## src/rtl/muldiv_pkg.sv

```systemverilog
// rtl/muldiv_pkg.sv - shared types and helpers for the M-extension multiply/divide sequencer
package muldiv_pkg;

    localparam int XLEN_DEFAULT = 32;

    typedef enum logic [2:0] {
        OP_MUL    = 3'b000,
        OP_MULH   = 3'b001,
        OP_MULHSU = 3'b010,
        OP_MULHU  = 3'b011,
        OP_DIV    = 3'b100,
        OP_DIVU   = 3'b101,
        OP_REM    = 3'b110,
        OP_REMU   = 3'b111
    } op_e;

    typedef enum logic [1:0] {
        IDLE = 2'b00,
        CALC = 2'b01,
        FIX  = 2'b10,
        DONE = 2'b11
    } state_e;

    function automatic logic is_div(op_e op);
        return op[2];
    endfunction

    // rs2_side selects the operand; MULHSU is signed only on rs1
    function automatic logic is_signed(op_e op, logic rs2_side);
        case (op)
            OP_MULH, OP_DIV, OP_REM: return 1'b1;
            OP_MULHSU:               return !rs2_side;
            default:                 return 1'b0;
        endcase
    endfunction

endpackage

```

## src/rtl/muldiv_datapath.sv

```systemverilog
// rtl/muldiv_datapath.sv - shift-add multiply / restoring divide datapath
// MULDIV_EARLY_OUT_EN: multiply may stop once the remaining multiplier bits are zero
module muldiv_datapath
    import muldiv_pkg::*;
#(
    parameter int XLEN = XLEN_DEFAULT
) (
    input  logic                     clk,
    input  logic                     reset,
    input  logic                     load,
    input  logic                     step,
    input  logic                     fix,
    input  logic [2:0]               op,
    input  logic [XLEN-1:0]          rs1,
    input  logic [XLEN-1:0]          rs2,
    output logic                     special,
`ifdef MULDIV_EARLY_OUT_EN
    input  logic [$clog2(XLEN)-1:0]  cnt,
    output logic                     early_done,
`endif
    output logic [XLEN-1:0]          result
);

    localparam logic [XLEN-1:0] MIN_NEG = {1'b1, {(XLEN-1){1'b0}}};

    op_e             op_in, op_q;
    logic [XLEN-1:0] hi, lo, opnd, result_q;
    logic            neg_a, neg_b;

    assign op_in = op_e'(op);

    logic            sa, sb, div_zero, div_ovf;
    logic [XLEN-1:0] abs1, abs2, special_val;

    always_comb begin
        sa       = is_signed(op_in, 1'b0) && rs1[XLEN-1];
        sb       = is_signed(op_in, 1'b1) && rs2[XLEN-1];
        abs1     = sa ? -rs1 : rs1;
        abs2     = sb ? -rs2 : rs2;
        div_zero = is_div(op_in) && (rs2 == '0);
        div_ovf  = (op_in == OP_DIV || op_in == OP_REM) && (rs1 == MIN_NEG) && (rs2 == '1);
        special  = div_zero || div_ovf;
        // op[1] clear means a quotient op, set means a remainder op
        if (!op_in[1]) special_val = div_zero ? '1 : rs1;
        else           special_val = div_zero ? rs1 : '0;
    end

    // {hi,lo} is the product/multiplier pair for multiply and remainder/quotient pair for divide
    logic [XLEN:0]   mul_sum, rem_sh;
    logic [XLEN-1:0] mul_hi_nx, mul_lo_nx, div_hi_nx, div_lo_nx;
    logic            rem_ge;

    always_comb begin
        mul_sum   = {1'b0, hi} + (lo[0] ? {1'b0, opnd} : '0);
        mul_hi_nx = mul_sum[XLEN:1];
        mul_lo_nx = {mul_sum[0], lo[XLEN-1:1]};
        rem_sh    = {hi, lo[XLEN-1]};
        rem_ge    = rem_sh >= {1'b0, opnd};
        div_hi_nx = rem_ge ? (rem_sh[XLEN-1:0] - opnd) : rem_sh[XLEN-1:0];
        div_lo_nx = {lo[XLEN-2:0], rem_ge};
    end

`ifdef MULDIV_EARLY_OUT_EN
    logic [XLEN-1:0]         left_mask;
    logic [$clog2(XLEN)-1:0] align;

    // after iteration cnt, XLEN-1-cnt multiplier bits remain unconsumed
    assign left_mask  = {XLEN{1'b1}} >> (32'(cnt) + 32'd1);
    assign early_done = !is_div(op_q) && ((mul_lo_nx & left_mask) == '0);
    // cnt has wrapped to 0 after a full run, so this is XLEN - iterations done, mod XLEN
    assign align      = '0 - cnt;
`endif

    logic [2*XLEN-1:0] prod_abs, prod;
    logic [XLEN-1:0]   quot, rmd, fix_val;

    always_comb begin
`ifdef MULDIV_EARLY_OUT_EN
        prod_abs = {hi, lo} >> align;
`else
        prod_abs = {hi, lo};
`endif
        prod = (neg_a ^ neg_b) ? -prod_abs : prod_abs;
        quot = (neg_a ^ neg_b) ? -lo : lo;
        rmd  = neg_a ? -hi : hi;
        case (op_q)
            OP_MUL:                        fix_val = prod[XLEN-1:0];
            OP_MULH, OP_MULHSU, OP_MULHU:  fix_val = prod[2*XLEN-1:XLEN];
            OP_DIV, OP_DIVU:               fix_val = quot;
            default:                       fix_val = rmd;
        endcase
    end

    always_ff @(posedge clk or posedge reset) begin
        if (reset) begin
            op_q     <= OP_MUL;
            hi       <= '0;
            lo       <= '0;
            opnd     <= '0;
            neg_a    <= 1'b0;
            neg_b    <= 1'b0;
            result_q <= '0;
        end else if (load) begin
            op_q  <= op_in;
            neg_a <= sa;
            neg_b <= sb;
            hi    <= '0;
            lo    <= is_div(op_in) ? abs1 : abs2;
            opnd  <= is_div(op_in) ? abs2 : abs1;
            if (special) begin
                result_q <= special_val;
            end
        end else if (step) begin
            hi <= is_div(op_q) ? div_hi_nx : mul_hi_nx;
            lo <= is_div(op_q) ? div_lo_nx : mul_lo_nx;
        end else if (fix) begin
            result_q <= fix_val;
        end
    end

    assign result = result_q;

endmodule

```

## src/rtl/muldiv_sequencer.sv

```systemverilog
// rtl/muldiv_sequencer.sv - handshake, flush and FSM control for the iterative multiply/divide unit
// MULDIV_EARLY_OUT_EN: variable-latency multiply when the multiplier runs out of set bits
module muldiv_sequencer
    import muldiv_pkg::*;
#(
    parameter int XLEN  = XLEN_DEFAULT,
    parameter int CNT_W = $clog2(XLEN)
) (
    input  logic            clk,
    input  logic            reset,
    input  logic            start_valid,
    output logic            start_ready,
    input  logic [2:0]      op,
    input  logic [XLEN-1:0] rs1,
    input  logic [XLEN-1:0] rs2,
    input  logic            flush,
    output logic            result_valid,
    input  logic            result_ready,
    output logic [XLEN-1:0] result,
    output logic            busy
);

    state_e           state, state_nx;
    logic [CNT_W-1:0] cnt;
    logic             load, step, fix, special, calc_last;

`ifdef MULDIV_EARLY_OUT_EN
    logic early_done;
    assign calc_last = (cnt == CNT_W'(XLEN-1)) || early_done;
`else
    assign calc_last = (cnt == CNT_W'(XLEN-1));
`endif

    always_ff @(posedge clk or posedge reset) begin
        if (reset) begin
            state <= IDLE;
        end else begin
            state <= state_nx;
        end
    end

    always_ff @(posedge clk or posedge reset) begin
        if (reset) begin
            cnt <= '0;
        end else if (load) begin
            cnt <= '0;
        end else if (step) begin
            cnt <= cnt + 1'b1;
        end
    end

    always_comb begin
        state_nx = state;
        if (flush) begin
            state_nx = IDLE;
        end else begin
            case (state)
                IDLE:    if (start_valid) state_nx = special ? DONE : CALC;
                CALC:    if (calc_last) state_nx = FIX;
                FIX:     state_nx = DONE;
                DONE:    if (result_ready) state_nx = IDLE;
                default: state_nx = IDLE;
            endcase
        end
    end

    always_comb begin
        start_ready  = (state == IDLE);
        result_valid = (state == DONE);
        busy         = (state != IDLE);
        load         = (state == IDLE) && start_valid && !flush;
        step         = (state == CALC) && !flush;
        fix          = (state == FIX) && !flush;
    end

    muldiv_datapath #(
        .XLEN (XLEN)
    ) u_datapath (
        .clk        (clk),
        .reset      (reset),
        .load       (load),
        .step       (step),
        .fix        (fix),
        .op         (op),
        .rs1        (rs1),
        .rs2        (rs2),
        .special    (special),
`ifdef MULDIV_EARLY_OUT_EN
        .cnt        (cnt),
        .early_done (early_done),
`endif
        .result     (result)
    );

endmodule

```

## config.mk

```make
export PLATFORM = sky130hd
export DESIGN_NAME = muldiv_sequencer
export DESIGN_NICKNAME = d
export VERILOG_FILES = /design/src/rtl/muldiv_pkg.sv /design/src/rtl/muldiv_datapath.sv /design/src/rtl/muldiv_sequencer.sv
export SDC_FILE = /design/constraint.sdc
export NUM_CORES = 1
export LEC_CHECK = 0
export CORE_AREA = 5 5 159 176
export DETAILED_ROUTE_END_ITERATION = 16
export DIE_AREA = 0 0 164 181
export DONT_BUFFER_PORTS = 1
export PLACE_DENSITY = 0.76
export SLEW_MARGIN = 20
export SYNTH_ARGS = -nofsm -noshare
export SYNTH_HDL_FRONTEND = slang
export SYNTH_SLANG_ARGS = --single-unit
```

## constraint.sdc

```tcl
create_clock -name clk -period 4.6 [get_ports clk]
set_input_delay 0.69 -clock clk [delete_from_list [all_inputs] [get_ports clk]]
set_output_delay 0.69 -clock clk [all_outputs]
set_load 0.02 [all_outputs]
```

[Word-level counts from Yosys, hierarchy flattened]
Index checks and enable logic that the tools add are counted.
Storage, ports and cells
  flip-flop bits (word level): 140
  bits of input ports: 72
  output and inout bits: 35
  logic and storage cells: 96
Operators by class
  add/sub/neg operators: 8
  $lt $le $gt $ge: 1
  equal/unequal tests: 20
  multiplexer cells: 33
  bitwise operators: 1
  reduce and logical (&&, ||, !) cells: 24
Operators by type and width (count)
  $mux 32: 21
  $neg 32->32: 4
  $pmux 32 s3: 1
  $eq 32x32->1 const B: 2
  $mux 64: 1
  $neg 64->64: 1
  $add 32x33->33: 1
  $ge 33x32->1: 1
  $logic_not 32->1: 1
  $sub 32x32->32: 1
  $eq 3x3->1 const B: 4
  $mux 2: 5
  $mux 5: 2
  $eq 3x2->1 const B: 3
  $logic_and 1x1->1: 9
  $pmux 2 s4: 1
  $eq 3x1->1 const B: 2
  $ne 3x2->1 const B: 2
  $reduce_and 3->1: 2
  $reduce_bool 2->1: 3
  $reduce_or 3->1: 2
  $add 5x1->5 const B: 1
  $eq 5x5->1 const B: 1
  $eq 2x2->1 const B: 2
  12 further kinds: 14

[Longest topological paths before layout]
  depth in word-level cells: 9
  gate-level depth with buffers: 15
  mapped depth without buffers: 13

[Modules after synthesis]
Synthesis repeated with hierarchy kept, for this count alone.
Second synthesis, totals
  cell total of the unflattened synthesis: 2163
  area, all modules: 15785.1 um^2
Modules (own cells, without submodules)
  muldiv_datapath: instances 1, cells each 2114, area an instance 15324.7 um^2, seq. area each 3328.2 um^2
  muldiv_sequencer: instances 1, cells each 49, area an instance 460.4 um^2, seq. area each 175.2 um^2

[Worst setup path after synthesis]
No wires, ideal clock.
  kind: reg-to-reg
  start: reg u_datapath.lo[31]
  end: reg u_datapath.hi[28]
  library setup time: 0.124 ns
  arrival: 3.100 ns
  required time: 4.476 ns
  path slack: 1.376 ns
  stages on the path, launching flop included: 14
  buffers on the path: 0
  period minus slack after synthesis: 3.224 ns
  cells stage by stage: dfrtp_1 -> inv_1 -> ha_1 -> inv_1 -> fa_1 -> a21o_1 -> a221o_1 -> and2_1 -> a211o_1 -> a21boi_0 -> o21ai_0 -> xnor2_1 -> mux2i_1 -> a211o_1
On the way
  longest elaborated chain between the ends: 5
  elaborated cells between the ends (all ways): 6
  classes of those cells: add/sub (1); order compare (1); mux (4)
Ends and longest elaborated chain
  from (decl): RTL line muldiv_datapath.sv:27  | logic [XLEN-1:0] hi, lo, opnd, result_q;
  from (signal assigned): RTL line muldiv_datapath.sv:108  | lo <= is_div(op_in) ? abs1 : abs2;
  from (signal assigned): RTL line muldiv_datapath.sv:115  | lo <= is_div(op_q) ? div_lo_nx : mul_lo_nx;
  $sub 32x32->32 or $ge 33x32->1 (tied branches): RTL line muldiv_datapath.sv:59, muldiv_datapath.sv:58
  $mux 32 (*): RTL line muldiv_datapath.sv:59  | div_hi_nx = rem_ge ? (rem_sh[XLEN-1:0] - opnd) : rem_sh[XLEN-1:0];
  $mux 32 (*): RTL line muldiv_datapath.sv:114  | hi <= is_div(op_q) ? div_hi_nx : mul_hi_nx;
  $mux 32 (*): RTL line muldiv_datapath.sv:113  | end else if (step) begin
  $mux 32 (*): RTL line muldiv_datapath.sv:103  | end else if (load) begin
  to (signal assigned): RTL line muldiv_datapath.sv:114
  to (decl): RTL line muldiv_datapath.sv:27
Every way passes the cells marked *; elsewhere a longest branch is shown, timed or not. The select of a mux whose other input is x is not followed.
A chain may end at the register's enable or synchronous reset.

[Worst setup path in the final report]
  start: reg u_datapath.lo[0]
  end: reg u_datapath.hi[25]
On the way
  longest elaborated chain between the ends: 5
Ends and longest elaborated chain
  $mux 32: RTL line muldiv_datapath.sv:54  | mul_sum = {1'b0, hi} + (lo[0] ? {1'b0, opnd} : '0);
  $add 32x33->33: RTL line muldiv_datapath.sv:54
  $mux 32: RTL line muldiv_datapath.sv:114
  $mux 32: RTL line muldiv_datapath.sv:113
  $mux 32: RTL line muldiv_datapath.sv:103
Every way passes these cells. The select of a mux whose other input is x is not followed.

==> metrics <==
kind of cell adding the most delay to the critical path=compound AO/OA/AOI/OAI gates; clock tree from TritonCTS=done; initial antenna violation count=0; endpoints failing setup=0; # hold bufs at CTS=0; max_slew headroom=0.262; share of cells above drive strength 1=0.0730; # rows=62; cell area after layout=0.0161 mm²; Top FF cell, synth=dfrtp_1; Routed Antenna Nets=0; worst min path class=in2async; Bufs on Longest Clock Path=2; status=finished clean; cells along the critical path=inv_1 > buf_4 > nor2_1 > ha_1 > o211ai_1 > a21oi_1 > o2111ai_1 > a31o_2 > o31ai_1 > nand3_1 > a32oi_1 > xnor2_1 > o221ai_1; worst reg2reg path depth=13; number of global-route vias before repair=15246; RSZ-0062 raised after global routing=no; total gr overflow=0; crit path time final=3910 ps; crit start category=flip-flop; FFs w/ async S/R, synth=1.00; maximum VDD drop=0.285 mV; drt first-iter violations=2185; RD Place Congestion=1.06; power per cell area=716 mW/mm²; DR WL/cell=25.5 µm; Syn Area/Cell=7.44 µm²; core footprint=0.0259 mm²; CTS buffer count=17; NumNets Final=2121; Register Area=0.00350 mm²; Syn Inst Count=2051; Syn. warnings=0; slowest CP cell=o31ai_1; commonest non-fill, non-tap cells in the layout=223 x nand2_1, 197 x a21oi_1, 193 x nor2_1, 163 x o21ai_0, 139 x dfrtp_1; post-cts gate resize count=0; max capacitance violation total=0; WL final=59500 µm; vias per cell=6.97; DR pass1 iterations=8; PortBufs=0; Final period util=0.850; Final HPWL DP=45500 µm; CP endpoint kind=flip-flop; first-pass GRT wire length=90700 µm; Final Hold Vio Count=0; stages on the worst setup path=13; Post-Route Skew=14.1 ps; critical path's largest stage delay=630 ps; Die Area=0.0297 mm²; worst-path fanout max=27; # diodes=0; fillers=2414; Clk pin slew, worst setup/hold paths=70 ps; H-Tree Depth=4; LEAKAGE=6.77 nW; CP bufs+invs=2; clk sink count=140; Die W=164 µm; Worst-Margin Slew=1100 ps; largest net degree at the start of global routing=92; Initial Utilization=0.589; CP endpoint=u_datapath.hi[25]; Reg2Reg Capture Point=u_datapath.hi[25]; multi-input logic area=0.0109 mm²; Setup CP Type=reg2reg; Post-DP Area=0.0156 mm²; Total GRT Usage=0.394; Mapped Nets=2200; total power draw=0.0115 W; IO Pins=107; Post-synth EDFFs=0; register area share after synthesis=0.229; Max Freq=256 MHz; r2r setup slk=690 ps; Worst Path Required=4920 ps; Root Driver=clkbuf_16; post-CTS setup buffers=0; Vert. Die Dim=181 µm; Reg2Reg Launch Point=u_datapath.lo[0]; clk_lat worst skew=450 ps; Min Hold Slack=289 ps; setup TNS=0 ps; synthesis-stage register bit count=140; Vias=16285; critical path arrival=4230 ps; Critical path origin=u_datapath.lo[0]; Pins Over Slew Limit=0; library cells used by synthesis=88; commonest non-fill, non-tap cell in the layout=nand2_1; area delta synth->final=5.65%; post-synthesis cell area=0.0153 mm²; DRC errors left=0
==> registers in the layout (all words and copies together), names as in the netlist <==
register	count
u_datapath.result	32
state	2
u_datapath.lo	32
u_datapath.neg_b	1
cnt	5
u_datapath.hi	32
u_datapath.op_q	3
u_datapath.neg_a	1
u_datapath.opnd	32
==> how the worst min path moves through the flow <==
| stage | endpoint | slack [ps] | depth (start not counted) |
|---|---|---|---|
| after floorplan | u_datapath.opnd[10] | 450 | 2 |
| after global placement | u_datapath.opnd[23] | 460 | 2 |
| after detailed placement | u_datapath.opnd[5] | 470 | 2 |
| after CTS | state[1] | 300 | 1 |
| after global routing | state[1] | 300 | 1 |
| final | u_datapath.lo[12] | 290 | 1 |
==> worst register-to-register path, stage by stage (launching register included) <==
cell and delay [ps]:
dfrtp_1 470, inv_1 200, buf_4 350, nor2_1 90, ha_1 340, o211ai_1 100, a21oi_1 340, o2111ai_1 210
a31o_2 280, o31ai_1 640, nand3_1 240, a32oi_1 260, xnor2_1 140, o221ai_1 130
==> layout make-up <==
type,count,area share
clock buffers,17,0.0264
clock inverters,15,0.00861
inverters,84,0.0199
flip-flops and latches,140,0.217
well taps,352,0.0273
multi-input cells,1670,0.673
repair buffers,59,0.0275
==> synth_stat cells (23+ instances only) <==
library cell	instances	area (µm²)
o211ai_1	29	218
o31ai_1	26	195
o221ai_1	54	473
nand3_1	35	175
o21ai_0	163	816
inv_1	83	312
nand2_1	223	837
ha_1	75	938
nor2_1	195	732
nor3_1	60	300
nand4_1	31	194
a211oi_1	23	173
a21o_1	23	173
xor2_1	68	596
dfrtp_1	140	3500
a21oi_1	197	986
clkbuf_1	129	484
mux2i_1	61	611
xnor2_1	94	823
==> per-stage QoR <==
stage	util	std cells	setup slack, ps
after CTS	0.623	2337	742
after detailed placement	0.601	2305	771
final	0.623	2337	692
after floorplan	-	2051	157
after global placement	0.601	2305	865
after global routing	0.623	2337	474
==> report_power, final <==
part / switching, W / internal [W] / leakage (nW)
clock: 0.000647 / 0.000752 / 0.263
sequential: 0.000830 / 0.00165 / 1.83
combinational: 0.00492 / 0.00274 / 4.68
==> logic make-up after synthesis <==
family,count (synthesis),synth area share
xor+xnor,162,0.0929
buf+inv,241,0.0629
simple gates,693,0.219
flops,140,0.229
fa+ha+maj,86,0.0700
mux,64,0.0422
compound gates,665,0.284
==> layer usage <==
layer | track usage | up-vias | wire length, µm
met5 | 0 | - | 0
met2 | 0.607 | 1105 | 26500
met4 | 0.210 | 0 | 3710
li1 | - | 7350 | -
met1 | 0.504 | 7611 | 22400
met3 | 0.104 | 219 | 6900
Power figures use the tool's default switching activity.
